`src/rtl/huffman_decoder.sv`:
```
// huffman_decoder: serial header-defined Huffman decoder for symbols 0..9, MSB-first.
// Define HUFF_DEC_ERR_EN for a sticky ERROR state; otherwise bad lengths/codes are skipped and dec_err stays 0.
module huffman_decoder #(
  parameter int SYM_COUNT = 256
) (
  input  logic       clk,
  input  logic       rst_n,
  input  logic       in_start,
  input  logic       in_valid,
  input  logic       in_data,
  output logic       sym_valid,
  output logic [3:0] sym_out,
  output logic       dec_done,
  output logic       dec_err,
  output logic       busy
);
  typedef enum logic [2:0] {IDLE, HDR_LEN, HDR_CODE, PAYLOAD, ERROR} state_t;
`ifdef HUFF_DEC_ERR_EN
  localparam bit ERR_EN = 1'b1;
`else
  localparam bit ERR_EN = 1'b0;
`endif
  state_t state, state_nx;
  logic [8:0] code_tab [10];
  logic [3:0] len_tab [10];
  logic [3:0] sym_idx, bcnt, hdr_len, depth, depth_nx, hit_sym;
  logic [2:0] lsh;
  logic [8:0] acc, acc_nx;
  logic [11:0] sym_cnt;
  logic take, len_done, len_bad, code_done, last_sym, hit, pay_hit, pay_miss, last_cnt;
  always_comb begin
    take = in_valid & ~in_start;
    hdr_len = {lsh, in_data};
    len_bad = hdr_len > 4'd9;
    len_done = take && state == HDR_LEN && bcnt == 4'd3;
    code_done = take && state == HDR_CODE && bcnt + 4'd1 == len_tab[sym_idx];
    last_sym = sym_idx == 4'd9;
    acc_nx = {acc[7:0], in_data};
    depth_nx = depth + 4'd1;
    hit = 1'b0;
    hit_sym = 4'd0;
    // descending scan so the lowest matching symbol index is the one kept
    for (int i = 9; i >= 0; i--)
      if (len_tab[i] == depth_nx && len_tab[i] != 4'd0 && code_tab[i] == acc_nx) begin
        hit = 1'b1;
        hit_sym = 4'(i);
      end
    pay_hit = take && state == PAYLOAD && hit;
    pay_miss = take && state == PAYLOAD && !hit && depth_nx == 4'd9;
    last_cnt = sym_cnt + 12'd1 == 12'(SYM_COUNT);
  end
  always_ff @(posedge clk or negedge rst_n)
    if (!rst_n) state <= IDLE;
    else state <= state_nx;
  always_comb begin
    state_nx = state;
    case (state)
      HDR_LEN:  if (len_done) state_nx = (len_bad && ERR_EN) ? ERROR :
                                         (hdr_len != 4'd0 && !len_bad) ? HDR_CODE :
                                         last_sym ? PAYLOAD : HDR_LEN;
      HDR_CODE: if (code_done) state_nx = last_sym ? PAYLOAD : HDR_LEN;
      PAYLOAD:  state_nx = (pay_hit && last_cnt) ? IDLE : (pay_miss && ERR_EN) ? ERROR : PAYLOAD;
      default:  state_nx = state;
    endcase
    if (in_start) state_nx = HDR_LEN;
  end
  always_comb busy = state != IDLE;
  always_ff @(posedge clk or negedge rst_n)
    if (!rst_n) begin
      for (int i = 0; i < 10; i++) begin
        code_tab[i] <= '0;
        len_tab[i] <= '0;
      end
      sym_idx <= '0;
      bcnt <= '0;
      lsh <= '0;
      acc <= '0;
      depth <= '0;
      sym_cnt <= '0;
      sym_valid <= 1'b0;
      sym_out <= '0;
      dec_done <= 1'b0;
    end else begin
      sym_valid <= 1'b0;
      dec_done <= 1'b0;
      if (in_start) begin
        for (int i = 0; i < 10; i++) begin
          code_tab[i] <= '0;
          len_tab[i] <= '0;
        end
        sym_idx <= '0;
        bcnt <= '0;
        lsh <= '0;
        acc <= '0;
        depth <= '0;
        sym_cnt <= '0;
      end else if (take) begin
        if (state == HDR_LEN) begin
          lsh <= {lsh[1:0], in_data};
          bcnt <= len_done ? 4'd0 : bcnt + 4'd1;
          // an out-of-range length is treated as an unused symbol
          if (len_done && hdr_len != 4'd0 && !len_bad) len_tab[sym_idx] <= hdr_len;
          else if (len_done) sym_idx <= sym_idx + 4'd1;
        end
        if (state == HDR_CODE) begin
          code_tab[sym_idx] <= {code_tab[sym_idx][7:0], in_data};
          bcnt <= code_done ? 4'd0 : bcnt + 4'd1;
          if (code_done) sym_idx <= sym_idx + 4'd1;
        end
        if (state == PAYLOAD) begin
          acc <= (hit || depth_nx == 4'd9) ? 9'd0 : acc_nx;
          depth <= (hit || depth_nx == 4'd9) ? 4'd0 : depth_nx;
          if (hit) begin
            sym_valid <= 1'b1;
            sym_out <= hit_sym;
            sym_cnt <= sym_cnt + 12'd1;
            dec_done <= last_cnt;
          end
        end
      end
    end
`ifdef HUFF_DEC_ERR_EN
  always_ff @(posedge clk or negedge rst_n)
    if (!rst_n) dec_err <= 1'b0;
    else if (in_start) dec_err <= 1'b0;
    else if ((len_done && len_bad) || pay_miss) dec_err <= 1'b1;
`else
  assign dec_err = 1'b0;
`endif
endmodule

```
`config.mk`:
```
export PLATFORM = sky130hd
export DESIGN_NAME = huffman_decoder
export DESIGN_NICKNAME = d
export VERILOG_FILES = /design/src/rtl/huffman_decoder.sv
export SDC_FILE = /design/constraint.sdc
export NUM_CORES = 1
export LEC_CHECK = 0
export CORE_AREA = 5 5 130 225
export DETAILED_ROUTE_END_ITERATION = 16
export DIE_AREA = 0 0 135 230
export PLACE_DENSITY = 0.62
export SLEW_MARGIN = 10
export SYNTH_ARGS = -nofsm -noshare
export SYNTH_HDL_FRONTEND = slang
export SYNTH_SLANG_ARGS = --single-unit
```
`constraint.sdc`:
```
create_clock -name clk -period 3.9 [get_ports clk]
set_input_delay 0.585 -clock clk [delete_from_list [all_inputs] [get_ports clk]]
set_output_delay 0.585 -clock clk [all_outputs]
set_load 0.02 [all_outputs]
```
# Word level (Yosys, flattened, before mapping)
# Cells that the tools add are included.
# W data, S select, Z words.
# totals
out_inout_bits	8
regBits	174
wordCells	213
in_bits	5
# op_classes
mux	82
n_eq_ne	30
n_lt_le_gt_ge	3
reduce_logical	61
n_addsub	4
bitwise_logic	3
# ops
cell	count
$mux W90	3
$mux W40	4
$mux W4	30
$bwmux W90	1
$eq A9 B9 Y1	10
$mux W12	4
$mux W8	6
$reduce_bool A4 Y1	12
$eq A4 B4 Y1	11
$bwmux W40	1
$bmux W9 S4	1
$demux W9 S4	1
$logic_and A1 B1 Y1	31
$mux W3	7
$mux W1	18
$bmux W4 S4	1
$demux W4 S4	1
$add A12 B1 Y12 const B	1
$add A4 B1 Y4 const B	3
$eq A12 B9 Y1 const B	1
$reduce_bool A2 Y1	6
$mux W9	1
$pmux W3 S3	1
$reduce_and A3 Y1	3
17 further kinds	25

# Longest topological paths before layout
# logic_depth
ltp_word	19
mapped_depth	15
mapped_depth_nobuf	10

# Worst setup path after synthesis
# OpenSTA, ideal clock, no wires.
# synth_path
kind	reg-to-reg
startpoint	register depth[0]
endpoint	register sym_cnt[9]
n_path_buf	5
t_required_ps	3773
setup_time_ps	127
slack_ps	528
t_arrival_ps	3244
period_less_slack_ps	3372
path_stages_with_launch	16
cell_sequence	dfrtp_1 -> buf_2 -> buf_4 -> buf_4 -> inv_1 -> ha_1 -> buf_2 -> xor2_1 -> nand3b_1 -> a2111o_1 -> nor4_1 -> nor4_2 -> nand3_2 -> buf_4 -> nand3_1 -> mux2_1
# synth_via
elab_chain_cells	16
# synth_rtl
element	line	source
start: declaration	26	logic [3:0] sym_idx, bcnt, hdr_len, depth, depth_nx, hit_sym;
start signal: assignment	112	depth <= (hit || depth_nx == 4'd9) ? 4'd0 : depth_nx;
$add A4 B1 Y4 *	39	depth_nx = depth + 4'd1;
$eq A4 B4 Y1	44	if (len_tab[i] == depth_nx && len_tab[i] != 4'd0 && code_tab[i] == acc_nx) begin
$logic_and A1 B1 Y1 (2 in series)	44	
$mux W1 (9 in series)	44	
$mux W1 *	44	
$reduce_bool A2 Y1 (no source line) *	--	
$reduce_and A3 Y1 (no source line) *	--	
end signal: assignment	116	sym_cnt <= sym_cnt + 12'd1;
end: declaration	29	logic [11:0] sym_cnt;
# Every way passes the cells marked *; elsewhere a longest branch is shown, timed or not.
# A chain may end at the register's enable or synchronous reset.

# Worst setup path in the final report
# layout_path
startpoint	register depth[0]
endpoint	register sym_out[1]
# layout_via
elab_chain_cells	15
# layout_rtl
element	line	source
$add A4 B1 Y4 *	39	
$eq A4 B4 Y1	44	
$logic_and A1 B1 Y1 (2 in series)	44	
$mux W1 (10 in series)	44	
$reduce_and A4 Y1 (no source line)	--	
end signal: assignment	115	sym_out <= hit_sym;
end: declaration	12	output logic [3:0] sym_out,
# Marked as above.

==> flow_summary_export.csv <==
group,metric,value,unit
outcome,status,"completed",
power_and_ir_drop,powerDensity,318,nW/um^2
clocking,cts.sinks,173,
detailed_routing,first_pass_iters,6,
synthesis,synth_top_area_share,40.5,%
sta,min_period,3590,ps
critical_path,reg2reg_from,"depth[0]$_DFFE_PN0P_",
sta,max-slew-margin-rel,26.3,%
floorplan,io_pins,13,
sta,period_share,92.1,%
clocking,h-tree-depth,4,
detailed_routing,drt-total-wl,35.5,mm
finish,layout-drive-gt1-share,12.7,%
synthesis,synth_seq_cells,173,
synthesis,syn_area_per_cell,9.92,sq um
detailed_routing,vias,9012,
detailed_routing,drt-initial-drc-count,796,
synthesis,synth_edf_count,0,
finish,nets,1111,
floorplan,die_h,230,um
sta,whs,472,ps
synthesis,ys_warn_count,0,
global_route,grt_pass1_vias,9015,
critical_path,cp-start-kind,"register",
critical_path,rr_worst_depth,9,
placed_design,io_buffers,11,
placed_design,dpl-instance-area,11400,sq um
critical_path,timing.rr.end,"sym_out[1]$_DFFE_PN0P_",
floorplan,die_area,31100,sq um
floorplan,chipWidth,135,um
clocking,cts_buffers,17,
sta,setup_viol,0,
synthesis,ys_seq_area_share,40.5,%
finish,post-route-util,44.2,%
critical_path,crit_required,4290,ps
critical_path,path_class,"register to register",
floorplan,core_area,27100,sq um
global_route,antenna_found_initial,0,
sta,finClkSkew,10.9,ps
detailed_routing,ant_nets,0,
synthesis,ys.flop_type,"dfrtp_1",
clocking,ctsLongestPathBuffers,2,
detailed_routing,vias_per_cell,6.10,
synthesis,synthArstFlopShare,100,%
finish,layout.cells.most_common,"dfrtp_1",
synthesis,synth_area,10700,sq um
sta,drv_slew,0,
detailed_routing,drc,0,
global_route,grt_pass1_wl,54.5,mm
clocking,cts_root_buffer,"clkbuf_16",
power_and_ir_drop,finalPower,3810,uW
critical_path,critPathLaunch,"depth[0]$_DFFE_PN0P_",
clocking,clock_latency,460,ps
synthesis,synth_nets,1091,
detailed_routing,wl_per_cell,24.0,um
clocking,path_clk_slew,70,ps
global_route,grt_max_degree,105,
floorplan,start_util,39.4,%
flow_run,maxCapViolCount,0,
clocking,cts_tree,"built",
synthesis,synth.area.top_cells,"dfrtp_1, a22o_1, xnor2_1",
finish,layout_common_cells,"dfrtp_1, a22o_1, xnor2_1",
critical_path,crit_path_end_kind,"register",
power_and_ir_drop,leakage,0.00524,uW
clocking,postCtsSetupBuffers,0,
critical_path,critPathMaxFanout,7,
global_route,grtUsageTotal,23.2,%
power_and_ir_drop,vdd_drop_max,0.000269,V
placed_design,dp_hpwl,26.6,mm
synthesis,synthesis.instances,1077,
critical_path,cp.arrival,3990,ps
placed_design,gp_congestion,0.962,
sta,worstMarginPinSlew,1100,ps
sta,tns,0,ps
synthesis,yosysTopAreaCell,"dfrtp_1",
synthesis,netlist-cell-type-count,71,
sta,finalHoldViolCount,0,
finish,syn2layout_area_growth,12.1,%
floorplan,num_rows,80,
sta,rsz0062_at_grt,"false",
finish,stdcell_area,12000,sq um
critical_path,reg2reg_slack,310,ps
hold_path,min_path_type,"input pin to async pin",
finish,diodes,0,
global_route,grt-ovfl-total,0,
sta,max_freq,278,MHz
[stage by stage]
stage | setup WS (ps) | instances
2_1_floorplan | 528 | 1077
3_3_place_gp | 279 | 1446
3_5_place_dp | 125 | 1446
4_1_cts | 96.4 | 1478
5_1_grt | 145 | 1478
6_report | 306 | 1478
[sequential cells by signal, indices dropped and copies added (netlist names)]
signal and count:
dec_done 1, sym_out 4, acc 8, depth 4, bcnt 4, sym_valid 1
code_tab 90, lsh 3, state 2, len_tab 40, sym_cnt 12, sym_idx 4
[timing repair]
item,CTS,global route
hold buffers,1,0
hold endpoints to repair,4,0
gates resized for setup,0,0
[layout make-up]
class,count,area (sq um)
Sequential cell,173,4330
Clock inverter,12,161
Inverter,20,75.1
Fill cell,2557,15100
Timing Repair Buffer,71,567
Tap cell,369,462
Multi-Input combinational cell,814,5940
Clock buffer,19,453
[report_power, final]
group / internal, uW / switching [uW] / leakage, uW
sequential: 1800 / 15.5 / 0.00240
combinational: 55.6 / 136 / 0.00254
clock: 1040 / 760 / 0.000297
total: 2900 / 911 / 0.00524
[critical path, cell delays in order (launching register included)]
cell and delay, ps:
dfrtp_1 460, inv_1 90, ha_1 490, buf_4 250, xor2_1 150, or4_1 510, o41ai_2 580, nand3_1 290
a31oi_1 490, mux2_1 210
[cell usage after synthesis, types with 28 or more instances]
library cell,number
a21oi_1,52
a22o_1,99
clkbuf_1,33
dfrtp_1,173
mux2i_1,31
nand2_1,84
nand3_1,36
nand4_1,28
nor2_1,79
o21ai_0,46
xnor2_1,88
xor2_1,34
[worst max-delay path by stage]
stage / cells past startpoint / endpoint
final: 9 / sym_out[1]$_DFFE_PN0P_
after global routing: 11 / sym_cnt[7]$_DFFE_PN0P_
after CTS: 8 / depth[0]$_DFFE_PN0P_
after detailed placement: 8 / depth[0]$_DFFE_PN0P_
after global placement: 8 / depth[0]$_DFFE_PN0P_
after floorplan: 15 / sym_cnt[9]$_DFFE_PN0P_
[metal layers]
metal / vias to the layer above / track usage (%) / routed length [um]
met2: 336 / 39.3 / 18000
met3: 121 / 3.70 / 1440
met5: - / 0 / 0
li1: 4030 / - / -
met1: 4525 / 25.5 / 13000
met4: 0 / 18.1 / 3080
[cells by family (layout without fill, tap and decap cells)]
logic type                 after synthesis  in the layout  synth area share [%]
AOI/OAI and AO/OA                      269            269                  18.1
xor gates and xnor gates               123            123                  10.3
adders and majority gates                9              9                  1.05
buffers and inverters                   90            122                  4.04
DFF                                    173            173                  40.5
muxes                                   63             63                  8.80
other                                    1              1                0.0351
and+or+nand+nor                        349            349                  17.3
Note: power is estimated with default switching activity, not from simulation.
